### src/rtl/lab_stream_pkg.sv
// Shared constants and FSM encoding for the LAB pixel stream producer.
package lab_stream_pkg;

    localparam int LAB_W        = 32;
    localparam int CNT_W        = 12;
    localparam int H_ACTIVE_DEF = 640;
    localparam int V_ACTIVE_DEF = 480;

    typedef enum logic [1:0] {
        ST_IDLE  = 2'd0,
        ST_RUN   = 2'd1,
        ST_DRAIN = 2'd2
    } state_e;

endpackage

### src/rtl/pixel_scan_counter.sv
// Raster-scan issue counters: pixel-period divider, column, row and linear read address.
module pixel_scan_counter
    import lab_stream_pkg::*;
#(
    parameter int H_ACTIVE = H_ACTIVE_DEF,
    parameter int V_ACTIVE = V_ACTIVE_DEF,
    parameter int CLK_DIV  = 1,
    parameter int ADDR_W   = 19
) (
    input  logic              clk50,
    input  logic              rst_n,
    input  logic              run_i,
    output logic              issue_o,
    output logic [CNT_W-1:0]  col_o,
    output logic [CNT_W-1:0]  row_o,
    output logic [ADDR_W-1:0] addr_o,
    output logic              eof_o
);

    localparam int               DIV_W    = 4;
    localparam logic [DIV_W-1:0] DIV_LAST = DIV_W'(CLK_DIV - 1);
    localparam logic [CNT_W-1:0] COL_LAST = CNT_W'(H_ACTIVE - 1);
    localparam logic [CNT_W-1:0] ROW_LAST = CNT_W'(V_ACTIVE - 1);

    logic [DIV_W-1:0]  div_q,  div_d;
    logic [CNT_W-1:0]  col_q,  col_d;
    logic [CNT_W-1:0]  row_q,  row_d;
    logic [ADDR_W-1:0] addr_q, addr_d;

    assign issue_o = run_i && (div_q == '0);
    assign eof_o   = (col_q == COL_LAST) && (row_q == ROW_LAST);
    assign col_o   = col_q;
    assign row_o   = row_q;
    assign addr_o  = addr_q;

    always_comb begin
        // NOTE: every next-state variable gets a default first so no path leaves it unassigned (no latch).
        div_d  = div_q;
        col_d  = col_q;
        row_d  = row_q;
        addr_d = addr_q;
        if (!run_i) begin
            div_d  = '0;
            col_d  = '0;
            row_d  = '0;
            addr_d = '0;
        end else begin
            div_d = (div_q == DIV_LAST) ? '0 : div_q + DIV_W'(1);
            if (issue_o) begin
                // The address is a plain counter; it only returns to 0 at end of frame.
                if (eof_o) begin
                    col_d  = '0;
                    row_d  = '0;
                    addr_d = '0;
                end else if (col_q == COL_LAST) begin
                    col_d  = '0;
                    row_d  = row_q + CNT_W'(1);
                    addr_d = addr_q + ADDR_W'(1);
                end else begin
                    col_d  = col_q + CNT_W'(1);
                    addr_d = addr_q + ADDR_W'(1);
                end
            end
        end
    end

    always_ff @(posedge clk50 or negedge rst_n) begin
        // NOTE: state registers use non-blocking assignments so all flops update together at the edge.
        if (!rst_n) begin
            div_q  <= '0;
            col_q  <= '0;
            row_q  <= '0;
            addr_q <= '0;
        end else begin
            div_q  <= div_d;
            col_q  <= col_d;
            row_q  <= row_d;
            addr_q <= addr_d;
        end
    end

endmodule

### src/rtl/lab_pixel_source.sv
// Frame-scan LAB pixel source: issues frame-memory reads and aligns the returned
// L/A/B words with their column/row counts on a one-cycle pixel_clk strobe.
module lab_pixel_source
    import lab_stream_pkg::*;
#(
    parameter int H_ACTIVE   = H_ACTIVE_DEF,
    parameter int V_ACTIVE   = V_ACTIVE_DEF,
    parameter int CLK_DIV    = 1,
    parameter int ADDR_W     = 19,
    parameter int CONTINUOUS = 0
) (
    input  logic              clk50,
    input  logic              rst_n,
    input  logic              start,
    output logic              busy,
    output logic              frame_done,
    output logic              mem_rd_en,
    output logic [ADDR_W-1:0] mem_addr,
    input  logic [LAB_W-1:0]  mem_L,
    input  logic [LAB_W-1:0]  mem_A,
    input  logic [LAB_W-1:0]  mem_B,
    output logic              pixel_clk,
    output logic [CNT_W-1:0]  Pixel_Col_cnt,
    output logic [CNT_W-1:0]  Pixel_Row_cnt,
    output logic [LAB_W-1:0]  L_data,
    output logic [LAB_W-1:0]  A_data,
    output logic [LAB_W-1:0]  B_data
);

    localparam bit STOP_AT_EOF = (CONTINUOUS == 0);

    state_e state_q;

    logic              issue;
    logic              scan_eof;
    logic [CNT_W-1:0]  scan_col;
    logic [CNT_W-1:0]  scan_row;
    logic [ADDR_W-1:0] scan_addr;

    // Issue stage: the registered read request plus the position it belongs to.
    logic              rd_q;
    logic [ADDR_W-1:0] addr_q;
    logic [CNT_W-1:0]  iss_col_q, iss_row_q;
    logic              iss_eof_q;

    // Stage 1: lines up with the memory's read data, one cycle after the strobe.
    logic              s1_valid_q;
    logic [CNT_W-1:0]  s1_col_q, s1_row_q;
    logic              s1_eof_q;

    // Stage 2: the visible pixel stream.
    logic              pix_q, fd_q;
    logic [CNT_W-1:0]  col_q, row_q;
    logic [LAB_W-1:0]  l_q, a_q, b_q;

    pixel_scan_counter #(
        .H_ACTIVE (H_ACTIVE),
        .V_ACTIVE (V_ACTIVE),
        .CLK_DIV  (CLK_DIV),
        .ADDR_W   (ADDR_W)
    ) u_scan (
        .clk50   (clk50),
        .rst_n   (rst_n),
        .run_i   (state_q == ST_RUN),
        .issue_o (issue),
        .col_o   (scan_col),
        .row_o   (scan_row),
        .addr_o  (scan_addr),
        .eof_o   (scan_eof)
    );

    always_ff @(posedge clk50 or negedge rst_n) begin
        if (!rst_n) begin
            state_q    <= ST_IDLE;
            rd_q       <= 1'b0;
            addr_q     <= '0;
            iss_col_q  <= '0;
            iss_row_q  <= '0;
            iss_eof_q  <= 1'b0;
            s1_valid_q <= 1'b0;
            s1_col_q   <= '0;
            s1_row_q   <= '0;
            s1_eof_q   <= 1'b0;
            pix_q      <= 1'b0;
            fd_q       <= 1'b0;
            col_q      <= '0;
            row_q      <= '0;
            l_q        <= '0;
            a_q        <= '0;
            b_q        <= '0;
        end else begin
            unique case (state_q)
                ST_IDLE:  if (start) state_q <= ST_RUN;
                ST_RUN:   if (issue && scan_eof && STOP_AT_EOF) state_q <= ST_DRAIN;
                // The last pixel is on the output this cycle; nothing else is in flight.
                ST_DRAIN: if (fd_q) state_q <= ST_IDLE;
                default:  state_q <= ST_IDLE;
            endcase

            rd_q <= issue;
            if (issue) begin
                addr_q    <= scan_addr;
                iss_col_q <= scan_col;
                iss_row_q <= scan_row;
                iss_eof_q <= scan_eof;
            end

            s1_valid_q <= rd_q;
            s1_col_q   <= iss_col_q;
            s1_row_q   <= iss_row_q;
            s1_eof_q   <= iss_eof_q;

            pix_q <= s1_valid_q;
            fd_q  <= s1_valid_q && s1_eof_q;
            if (s1_valid_q) begin
                col_q <= s1_col_q;
                row_q <= s1_row_q;
                l_q   <= mem_L;
                a_q   <= mem_A;
                b_q   <= mem_B;
            end
        end
    end

    assign busy          = (state_q != ST_IDLE);
    assign frame_done    = fd_q;
    assign mem_rd_en     = rd_q;
    assign mem_addr      = addr_q;
    assign pixel_clk     = pix_q;
    assign Pixel_Col_cnt = col_q;
    assign Pixel_Row_cnt = row_q;
    assign L_data        = l_q;
    assign A_data        = a_q;
    assign B_data        = b_q;

endmodule

### config.mk
export PLATFORM = sky130hd
export DESIGN_NAME = lab_pixel_source
export DESIGN_NICKNAME = d
export VERILOG_FILES = /design/src/rtl/lab_stream_pkg.sv /design/src/rtl/pixel_scan_counter.sv /design/src/rtl/lab_pixel_source.sv
export SDC_FILE = /design/constraint.sdc
export NUM_CORES = 1
export LEC_CHECK = 0
export ABC_AREA = 1
export CAP_MARGIN = 20
export CORE_ASPECT_RATIO = 1.25
export CORE_MARGIN = 4
export CORE_UTILIZATION = 49
export DETAILED_ROUTE_END_ITERATION = 8
export PLACE_DENSITY_LB_ADDON = 0.2
export SETUP_SLACK_MARGIN = 0.2
export SYNTH_ARGS = -nofsm -noshare
export SYNTH_HDL_FRONTEND = slang
export SYNTH_SLANG_ARGS = --single-unit
### constraint.sdc
create_clock -name clk50 -period 1.7 [get_ports clk50]
set_input_delay 0.34 -clock clk50 [delete_from_list [all_inputs] [get_ports clk50]]
set_output_delay 0.34 -clock clk50 [all_outputs]
set_load 0.02 [all_outputs]
**Word-level counts from Yosys, hierarchy flattened**

Cells that the tools add are included.

- Add/subtract/negate cells: 4
- Equal/unequal tests: 9
- Reductions and logical operators: 9
- Multiplexer cells: 17

Operators by type and width:

| cell | count |
|---|---|
| 12-bit 2-to-1 mux | 8 |
| 19-bit 2-to-1 mux | 3 |
| 12-bit by 1-bit adder with 12-bit output, second input constant | 2 |
| 19-bit by 1-bit adder with 19-bit output, second input constant | 1 |
| 12-bit by 10-bit equality test with 1-bit output, second input constant | 1 |
| 12-bit by 9-bit equality test with 1-bit output, second input constant | 1 |
| 4-bit 2-to-1 mux | 2 |
| 2-bit inequality test, second input constant | 4 |
| 2-bit 2-to-1 mux | 3 |
| 2-bit case mux with 3 select lines | 1 |
| 4-bit by 1-bit adder with 4-bit output, second input constant | 1 |
| 1-bit logical AND | 4 |
| 4-bit logical NOT | 1 |
| 3-bit inequality test, second input constant | 1 |
| 3-bit AND reduction | 1 |
| 2-bit by 1-bit equality test with 1-bit output, second input constant | 1 |
| 2-bit equality test, second input constant | 1 |
| 2-bit logical NOT | 1 |
| 2-bit AND reduction | 1 |
| 2-bit nonzero test | 1 |

- Word-level logic and storage cells: 60
- Output and inout port bits: 143
- Register bits after elaboration: 242

**Longest topological paths before layout**

Gate-level depths: netlist (run 1).

- Word-level depth: 5
- Mapped depth: 9
- Mapped depth without buffers: 9

**Modules after synthesis**

From an unflattened synthesis (run 1), not the netlist that was laid out.

- Cell total of the unflattened synthesis: 1,127
- Area total of the unflattened synthesis: 10,520.1 µm²

Modules (own cells, without submodules):

| module | cells each | area each (µm²) | times used |
|---|---|---|---|
| lab_pixel_source | 737 | 7,583.5 | 1 |
| pixel_scan_counter | 390 | 2,936.6 | 1 |

**Worst setup path after synthesis (run 1)**

No wires, ideal clock.

- Path kind: flip-flop to flip-flop
- Start point: register u_scan.row_q[1], in the netlist u_scan.row_o[1]
- End point: register u_scan.addr_q[13], in the netlist u_scan.addr_o[13]
- Path slack: 249 ps
- Period minus slack after synthesis: 1,451 ps
- Cell stages (with the launch flop): 10
- Data arrival time: 1,334 ps
- Buffers on the path: 1
- Required time: 1,583 ps
- Setup time: 117 ps
- Cell sequence: dfrtp_1 -> ha_1 -> nand3_1 -> inv_1 -> nand3_2 -> nor2_2 -> nor2_4 -> buf_6 -> nand3_1 -> nand2_1

- Longest elaborated chain between the ends: 5

RTL lines:

| what | line | text |
|---|---|---|
| start: declaration | pixel_scan_counter.sv:27 | `logic [CNT_W-1:0] row_q, row_d;` |
| start signal: assignment | pixel_scan_counter.sv:77 | `row_q <= row_d;` |
| 12-bit by 9-bit equality test with 1-bit output | pixel_scan_counter.sv:31 | `assign eof_o = (col_q == COL_LAST) && (row_q == ROW_LAST);` |
| 1-bit logical AND | pixel_scan_counter.sv:31 |  |
| 19-bit 2-to-1 mux | pixel_scan_counter.sv:51 | `if (eof_o) begin` |
| 19-bit 2-to-1 mux | pixel_scan_counter.sv:49 | `if (issue_o) begin` |
| 19-bit 2-to-1 mux | pixel_scan_counter.sv:42 | `if (!run_i) begin` |
| end signal: assignment | pixel_scan_counter.sv:78 | `addr_q <= addr_d;` |
| end: declaration | pixel_scan_counter.sv:28 | `logic [ADDR_W-1:0] addr_q, addr_d;` |

Every way passes these cells. The select of a mux whose other input is x is not followed.
A chain may end at the register's enable or synchronous reset.

**Worst setup path after layout (run 1)**

- Start point: register u_scan.col_q[1], in the netlist u_scan.col_o[1]
- End point: register u_scan.col_q[7], in the netlist u_scan.col_o[7]

- Longest elaborated chain between the ends: 5

RTL lines:

| what | line | text |
|---|---|---|
| start: declaration | pixel_scan_counter.sv:26 | `logic [CNT_W-1:0] col_q, col_d;` |
| start signal: assignment | pixel_scan_counter.sv:76 | `col_q <= col_d;` |
| 12-bit by 1-bit adder with 12-bit output or 12-bit by 10-bit equality test with 1-bit output (tied branches) | pixel_scan_counter.sv:60, pixel_scan_counter.sv:31, pixel_scan_counter.sv:55 |  |
| 12-bit 2-to-1 mux or 1-bit logical AND (tied branches) | pixel_scan_counter.sv:55, pixel_scan_counter.sv:31 |  |
| 12-bit 2-to-1 mux (*) | pixel_scan_counter.sv:51 |  |
| 12-bit 2-to-1 mux (*) | pixel_scan_counter.sv:49 |  |
| 12-bit 2-to-1 mux (*) | pixel_scan_counter.sv:42 |  |

Every way passes the cells marked *; elsewhere a longest branch is shown, timed or not. The select of a mux whose other input is x is not followed.

==> results of run 1 <==
## sequential cells by signal, indices dropped and copies added, names as in the netlist
signal,count
u_scan.addr_o,19
s1_col_q,12
iss_col_q,12
u_scan.col_o,12
s1_valid_q,1
pixel_clk,1
s1_row_q,12
u_scan.div_q,4
mem_addr,19
u_scan.row_o,12
A_data,32
Pixel_Row_cnt,12
iss_eof_q,1
iss_row_q,12
L_data,32
B_data,32
state_q,2
s1_eof_q,1
mem_rd_en,1
frame_done,1
Pixel_Col_cnt,12
## critical path: stages (launching register included)
cell and delay, ns:
dfrtp_1 0.37, ha_2 0.20, nand2_2 0.07, nor2_4 0.17, nand3_4 0.13, o21ai_4 0.27, buf_6 0.18, nor3_1 0.05
## area by class of cell
type,instances,area (sq um),area share (%)
Antenna cell,1,2.50,0.0190
Sequential cell,242,6060,46.0
Timing Repair Buffer,296,2340,17.8
Inverter,45,179,1.36
Clock inverter,10,105,0.798
Clock buffer,34,729,5.54
Multi-Input combinational cell,524,3420,25.9
Tap cell,265,332,2.52
## through the flow
stage | setup WS, ns | area, sq um | hold slack, ns | utilization [%]
2_1_floorplan | 0.249 | 9620 | 0.0444 | -
3_3_place_gp | 0.121 | 12500 | 0.276 | 64.5
4_1_cts | 0.159 | 13100 | 0.333 | 67.7
3_5_place_dp | 0.0610 | 12500 | 0.278 | 64.5
6_report | 0.136 | 13200 | 0.324 | 67.9
5_1_grt | 0.0674 | 13200 | 0.356 | 67.9
## path summary, 6_finish.rpt
path | startpoint | to
min reg2reg | iss_row_q[1]$_DFFE_PN0N_ | s1_row_q[1]$_DFF_PN0_
min | rst_n | Pixel_Col_cnt[9]$_DFFE_PN0P_
max reg2reg | u_scan.col_o[1]$_DFFE_PN0P_ | u_scan.col_o[7]$_DFFE_PN0P_
max | u_scan.col_o[1]$_DFFE_PN0P_ | u_scan.col_o[7]$_DFFE_PN0P_
max in group asynchronous | rst_n | L_data[5]$_DFFE_PN0P_
min in group clk50 | iss_row_q[1]$_DFFE_PN0N_ | s1_row_q[1]$_DFF_PN0_
## metal layers
metal  up-vias  global-route usage (%)  routed length [microns]
met5         -                       0                        0
met4         0                    5.47                      620
met3        44                    4.84                     1680
met2       248                    36.4                    12600
met1      3506                    26.2                     9830
li1       3351                       -                        -
## cell usage in the layout, fill, tap and decap left out, drive strengths merged, types with 4 or more instances in the layout
cell and n:
dfrtp 242, nand2 215, buf 192, mux2 120, clkdlybuf4s50 97, nor2 56
o21ai 50, inv 45, clkbuf 37, nand3 34, xor2 12, nor3 9
a21oi 8, clkinv 6, xnor2 5, ha 5, nand4 4
## logic make-up after synthesis
logic type / count (synthesis) / synth area share [%]
buf+inv: 75 / 3.45
compound gates: 62 / 3.34
simple gates: 320 / 14.0
mux: 120 / 14.1
flops: 242 / 63.0
fa+ha+maj: 5 / 0.651
xor+xnor: 17 / 1.55
## repair_timing
action / CTS / global route
pin swaps: 4 / 16
cloned: 0 / 6
gates resized for setup: 542 / 127
setup endpoints to repair: 200 / 143
endpoints found under the hold margin: 41 / 0
setup buffers: 8 / 11
hold buffers: 1 / 0
## where the power goes
group	total [mW]	leakage, nW	switching [mW]	internal (mW)
Combinational	0.768	2.82	0.388	0.380
Sequential	5.93	3.04	0.0521	5.88
Clock	5.42	0.413	2.14	3.29
==> flow_metrics.env, run 1 <==
export IMPL_status="finished, final reports clean"
export IMPL_routedWlPerCell_microns=17.5
export IMPL_ir_drop_mv=0.835
export IMPL_synth_top_area_share_pct=63.0
export IMPL_gp_congestion=0.831
export IMPL_drcViolationCount=0
export IMPL_final_hold_viol_count=0
export IMPL_netlist_area_sq_um=9620
export IMPL_fin_cells=1417
export IMPL_final_setup_viol_count=0
export IMPL_ios=242
export IMPL_cts_sinks=242
export IMPL_synth_edf_count=0
export IMPL_worstPathArrival_ns=1.95
export IMPL_maxSlewViolCount=0
export IMPL_drt_pass1_iter_count=5
export IMPL_crit_path_start_kind="flip-flop"
export IMPL_dr_first_iter_drc_count=431
export IMPL_grt_util_all_layers_pct=20.8
export IMPL_end_kind="flip-flop"
export IMPL_yosysWarningCount=0
export IMPL_synthCells=841
export IMPL_grt_first_pass_wirelength_mm=37.0
export IMPL_post_route_min_period_ns=1.56
export IMPL_fillers=1529
export IMPL_nNetsFinal=1237
export IMPL_drive_gt1_share_pct=36.2
export IMPL_grt_overflow=0
export IMPL_crit_path_max_fanout=7
export IMPL_routed_wl_mm=24.7
export IMPL_dp_hpwl_mm=16.4
export IMPL_syn_to_final_growth_pct=37.0
export IMPL_slew_headroom_pct=71.7
export IMPL_fp_row_count=57
export IMPL_yosysMostFrequentCell="dfrtp_1"
export IMPL_die_w_microns=133
export IMPL_clk_pin_slew_ns=0.06
export IMPL_max_freq_ghz=0.639
export IMPL_yosysSeqAreaShare_pct=63.0
export IMPL_final_antenna_net_count=0
export IMPL_grt_max_degree=70
export IMPL_path_class="flip-flop to flip-flop"
export IMPL_clock_latency_ns=0.50
export IMPL_hold_class="primary input to asynchronous set/reset pin"
export IMPL_cts_buffers=24
export IMPL_postSynthAreaPerCell_sq_um=11.4
export IMPL_vias_per_cell=5.05
export IMPL_htreeDepth=1
export IMPL_num_vias=7149
export IMPL_grt_pass1_vias=6950
export IMPL_cts_tree="built"
export IMPL_ys_types=33
export IMPL_required_ns=2.09
export IMPL_finalPower_mw=12.1
export IMPL_power_density_nw_per_um2=920
export IMPL_ys_ff_latch=242
export IMPL_die_h_microns=165
export IMPL_synth_flop_cell="dfrtp_1"
export IMPL_die_area_sq_um=21900
export IMPL_setup_tns_ns=0
export IMPL_antenna_found_initial=0
export IMPL_worst_slew_pin_slew_ns=0.425
export IMPL_core_sq_um=19400
export IMPL_root_buffer="clkbuf_16"
export IMPL_start_util_pct=49.6
export IMPL_syn_nets=945
export IMPL_clockBufferDepth=3
export IMPL_r2r_cells=7
export IMPL_synth_top_cell_by_area="dfrtp_1"
export IMPL_clock_skew_ns=0.00690
export IMPL_p_leak_nw=6.28
export IMPL_min_period_over_period_pct=92.0
export IMPL_portBuffers=241
export IMPL_maxCapViolCount=0
export IMPL_synth_async_sr_flop_share_pct=100
export IMPL_ys_top_cells_by_area="dfrtp_1 (63%), mux2_2 (14%), nand2_1 (8.3%)"
export IMPL_dp_cells=1346
export IMPL_rsz0062_at_grt="true"
export IMPL_r2r_slack_ns=0.14
export IMPL_ys_top_cells_by_count="dfrtp_1 (242), nand2_1 (212), mux2_2 (120), nor2_1 (49), o21ai_0 (47)"
Note: power is estimated with default switching activity, not from simulation.
==> inputs of run 2 (changes only) <==
--- a/config.mk
+++ b/config.mk
@@ -12,6 +12,7 @@
 export CORE_UTILIZATION = 49
 export DETAILED_ROUTE_END_ITERATION = 8
 export PLACE_DENSITY_LB_ADDON = 0.2
+export REMOVE_ABC_BUFFERS = 1
 export SETUP_SLACK_MARGIN = 0.2
 export SYNTH_ARGS = -nofsm -noshare
 export SYNTH_HDL_FRONTEND = slang
==> flow_metrics.env, run 2 (synthesis results as in run 1) <==
export IMPL_maxCapViolCount=0
export IMPL_status="finished, final reports clean"
export IMPL_r2r_slack_ns=0.13
export IMPL_die_area_sq_um=21900
export IMPL_grt_pass1_vias=6924
export IMPL_required_ns=2.15
export IMPL_cts_tree="built"
export IMPL_dp_hpwl_mm=15.1
export IMPL_path_class="flip-flop to flip-flop"
export IMPL_regToRegStartpoint="u_scan.col_o[1]$_DFFE_PN0P_"
export IMPL_routed_wl_mm=22.7
export IMPL_r2r_end="u_scan.row_o[4]$_DFFE_PN0P_"
export IMPL_core_sq_um=19400
export IMPL_ios=242
export IMPL_finalPower_mw=12.0
export IMPL_hold_class="primary input to asynchronous set/reset pin"
export IMPL_clockBufferDepth=3
export IMPL_final_antenna_net_count=0
export IMPL_mostFrequentLayoutCells="dfrtp_1 (239), nand2_1 (193), buf_2 (141)"
export IMPL_grt_overflow=0
export IMPL_final_setup_viol_count=0
export IMPL_routedWlPerCell_microns=16.0
export IMPL_regArea_sq_um=6060
export IMPL_die_w_microns=133
export IMPL_fin_cells=1414
export IMPL_dp_cells=1343
export IMPL_max_freq_ghz=0.637
export IMPL_end_kind="flip-flop"
export IMPL_num_vias=7065
export IMPL_diodes=0
export IMPL_gp_congestion=0.842
export IMPL_start_util_pct=49.6
export IMPL_slew_headroom_pct=70.0
export IMPL_p_leak_nw=6.27
export IMPL_dp_slack_ns=0.0832
export IMPL_htreeDepth=1
export IMPL_syn_to_final_growth_pct=37.2
export IMPL_drive_gt1_share_pct=38.4
export IMPL_post_route_min_period_ns=1.57
export IMPL_root_buffer="clkbuf_16"
export IMPL_die_h_microns=165
export IMPL_drcViolationCount=0
export IMPL_fillers=1551
export IMPL_crit_path_start_kind="flip-flop"
export IMPL_cts_sinks=242
export IMPL_fp_row_count=57
export IMPL_drt_pass1_iter_count=6
export IMPL_grt_max_degree=60
export IMPL_crit_path_max_fanout=5
export IMPL_antenna_found_initial=0
export IMPL_setup_tns_ns=0
export IMPL_clk_pin_slew_ns=0.06
export IMPL_worstPathArrival_ns=2.02
export IMPL_grt_first_pass_wirelength_mm=35.4
export IMPL_vias_per_cell=5.00
export IMPL_power_density_nw_per_um2=911
export IMPL_clock_latency_ns=0.51
export IMPL_post_route_util_pct=68.0
export IMPL_rsz0062_at_grt="true"
export IMPL_multiInputGateArea_sq_um=3530
export IMPL_final_hold_viol_count=0
export IMPL_clock_skew_ns=0.00943
export IMPL_grt_util_all_layers_pct=19.6
export IMPL_r2r_cells=8
export IMPL_portBuffers=241
export IMPL_worst_slew_pin_slew_ns=0.450
export IMPL_ir_drop_mv=0.748
export IMPL_fin_ws_ns=0.131
export IMPL_final_common_cell="dfrtp_1"
export IMPL_cts_buffers=24
export IMPL_nNetsFinal=1236
export IMPL_min_period_over_period_pct=92.3
export IMPL_dr_first_iter_drc_count=298
export IMPL_maxSlewViolCount=0
## run 2: changes by cell type in the layout (fill, tap and decap cells not counted), sizes merged
cell,previous run,this run
bufinv,2,1
clkinvlp,2,1
clkinv,6,4
clkdlybuf4s15,3,1
diode,1,0
buf,192,195
clkbuf,37,38
## run 2: worst max path at each step
| stage | start | to | slack [ns] | cells after the start |
|---|---|---|---|---|
| after floorplan | s1_valid_q$_DFF_PN0_ | A_data[0]$_DFFE_PN0P_ | -1.63 | 1 |
| after global placement | u_scan.row_o[9]$_DFFE_PN0P_ | u_scan.addr_o[0]$_DFFE_PN0P_ | 0.04 | 6 |
| after detailed placement | u_scan.row_o[10]$_DFFE_PN0P_ | u_scan.addr_o[7]$_DFFE_PN0P_ | 0.08 | 6 |
| after CTS | state_q[1]$_DFFE_PN0P_ | busy | 0.16 | 3 |
| after global routing | u_scan.col_o[0]$_DFFE_PN0P_ | u_scan.row_o[5]$_DFFE_PN0P_ | 0.06 | 8 |
| final | u_scan.col_o[1]$_DFFE_PN0P_ | u_scan.row_o[4]$_DFFE_PN0P_ | 0.13 | 8 |
## run 2: what timing repair did
item                       in CTS  in global routing
resized for setup             526                162
gates cloned                    0                  2
hold buffers                    1                  0
buffers inserted               11                 14
hold endpoints to repair      235                  0
pin swaps                       7                 20
setup endpoints to repair     205                159
## run 2: metrics by stage
step / hold WS (ns) / cell area (sq um)
after floorplan: 0.0444 / 9460
after global placement: 0.164 / 12500
after detailed placement: 0.162 / 12500
after CTS: 0.219 / 13300
after global routing: 0.226 / 13200
final: 0.240 / 13200
## run 2: layout make-up
type / instances / area share, %
Multi-Input combinational cell: 524 / 26.8
Timing Repair Buffer: 295 / 17.2
Sequential cell: 242 / 45.9
Clock buffer: 37 / 5.77
Clock inverter: 6 / 0.436
Inverter: 45 / 1.34
Tap cell: 265 / 2.51
## run 2: layer usage
metal / vias to the layer above / GRT usage [%] / share of wire, %
met5: - / 0 / 0
met4: 0 / 4.82 / 2.2
met3: 39 / 3.32 / 5.2
met2: 220 / 33.6 / 50
met1: 3477 / 26.2 / 42
li1: 3329 / - / -
## run 2: power breakdown
| part | total [mW] | switching, mW | internal, mW |
|---|---|---|---|
| registers | 5.93 | 0.0495 | 5.88 |
| clock network | 5.34 | 2.12 | 3.22 |
| logic | 0.759 | 0.380 | 0.379 |
## run 2: worst max-delay path: stages, from the launching register on
cell     delay [ns]
dfrtp_1        0.36
ha_2           0.20
nand2_2        0.07
nor2_4         0.19
nand3_4        0.14
o21ai_4        0.26
buf_6          0.18
nand2_2        0.06
nand2_1        0.05
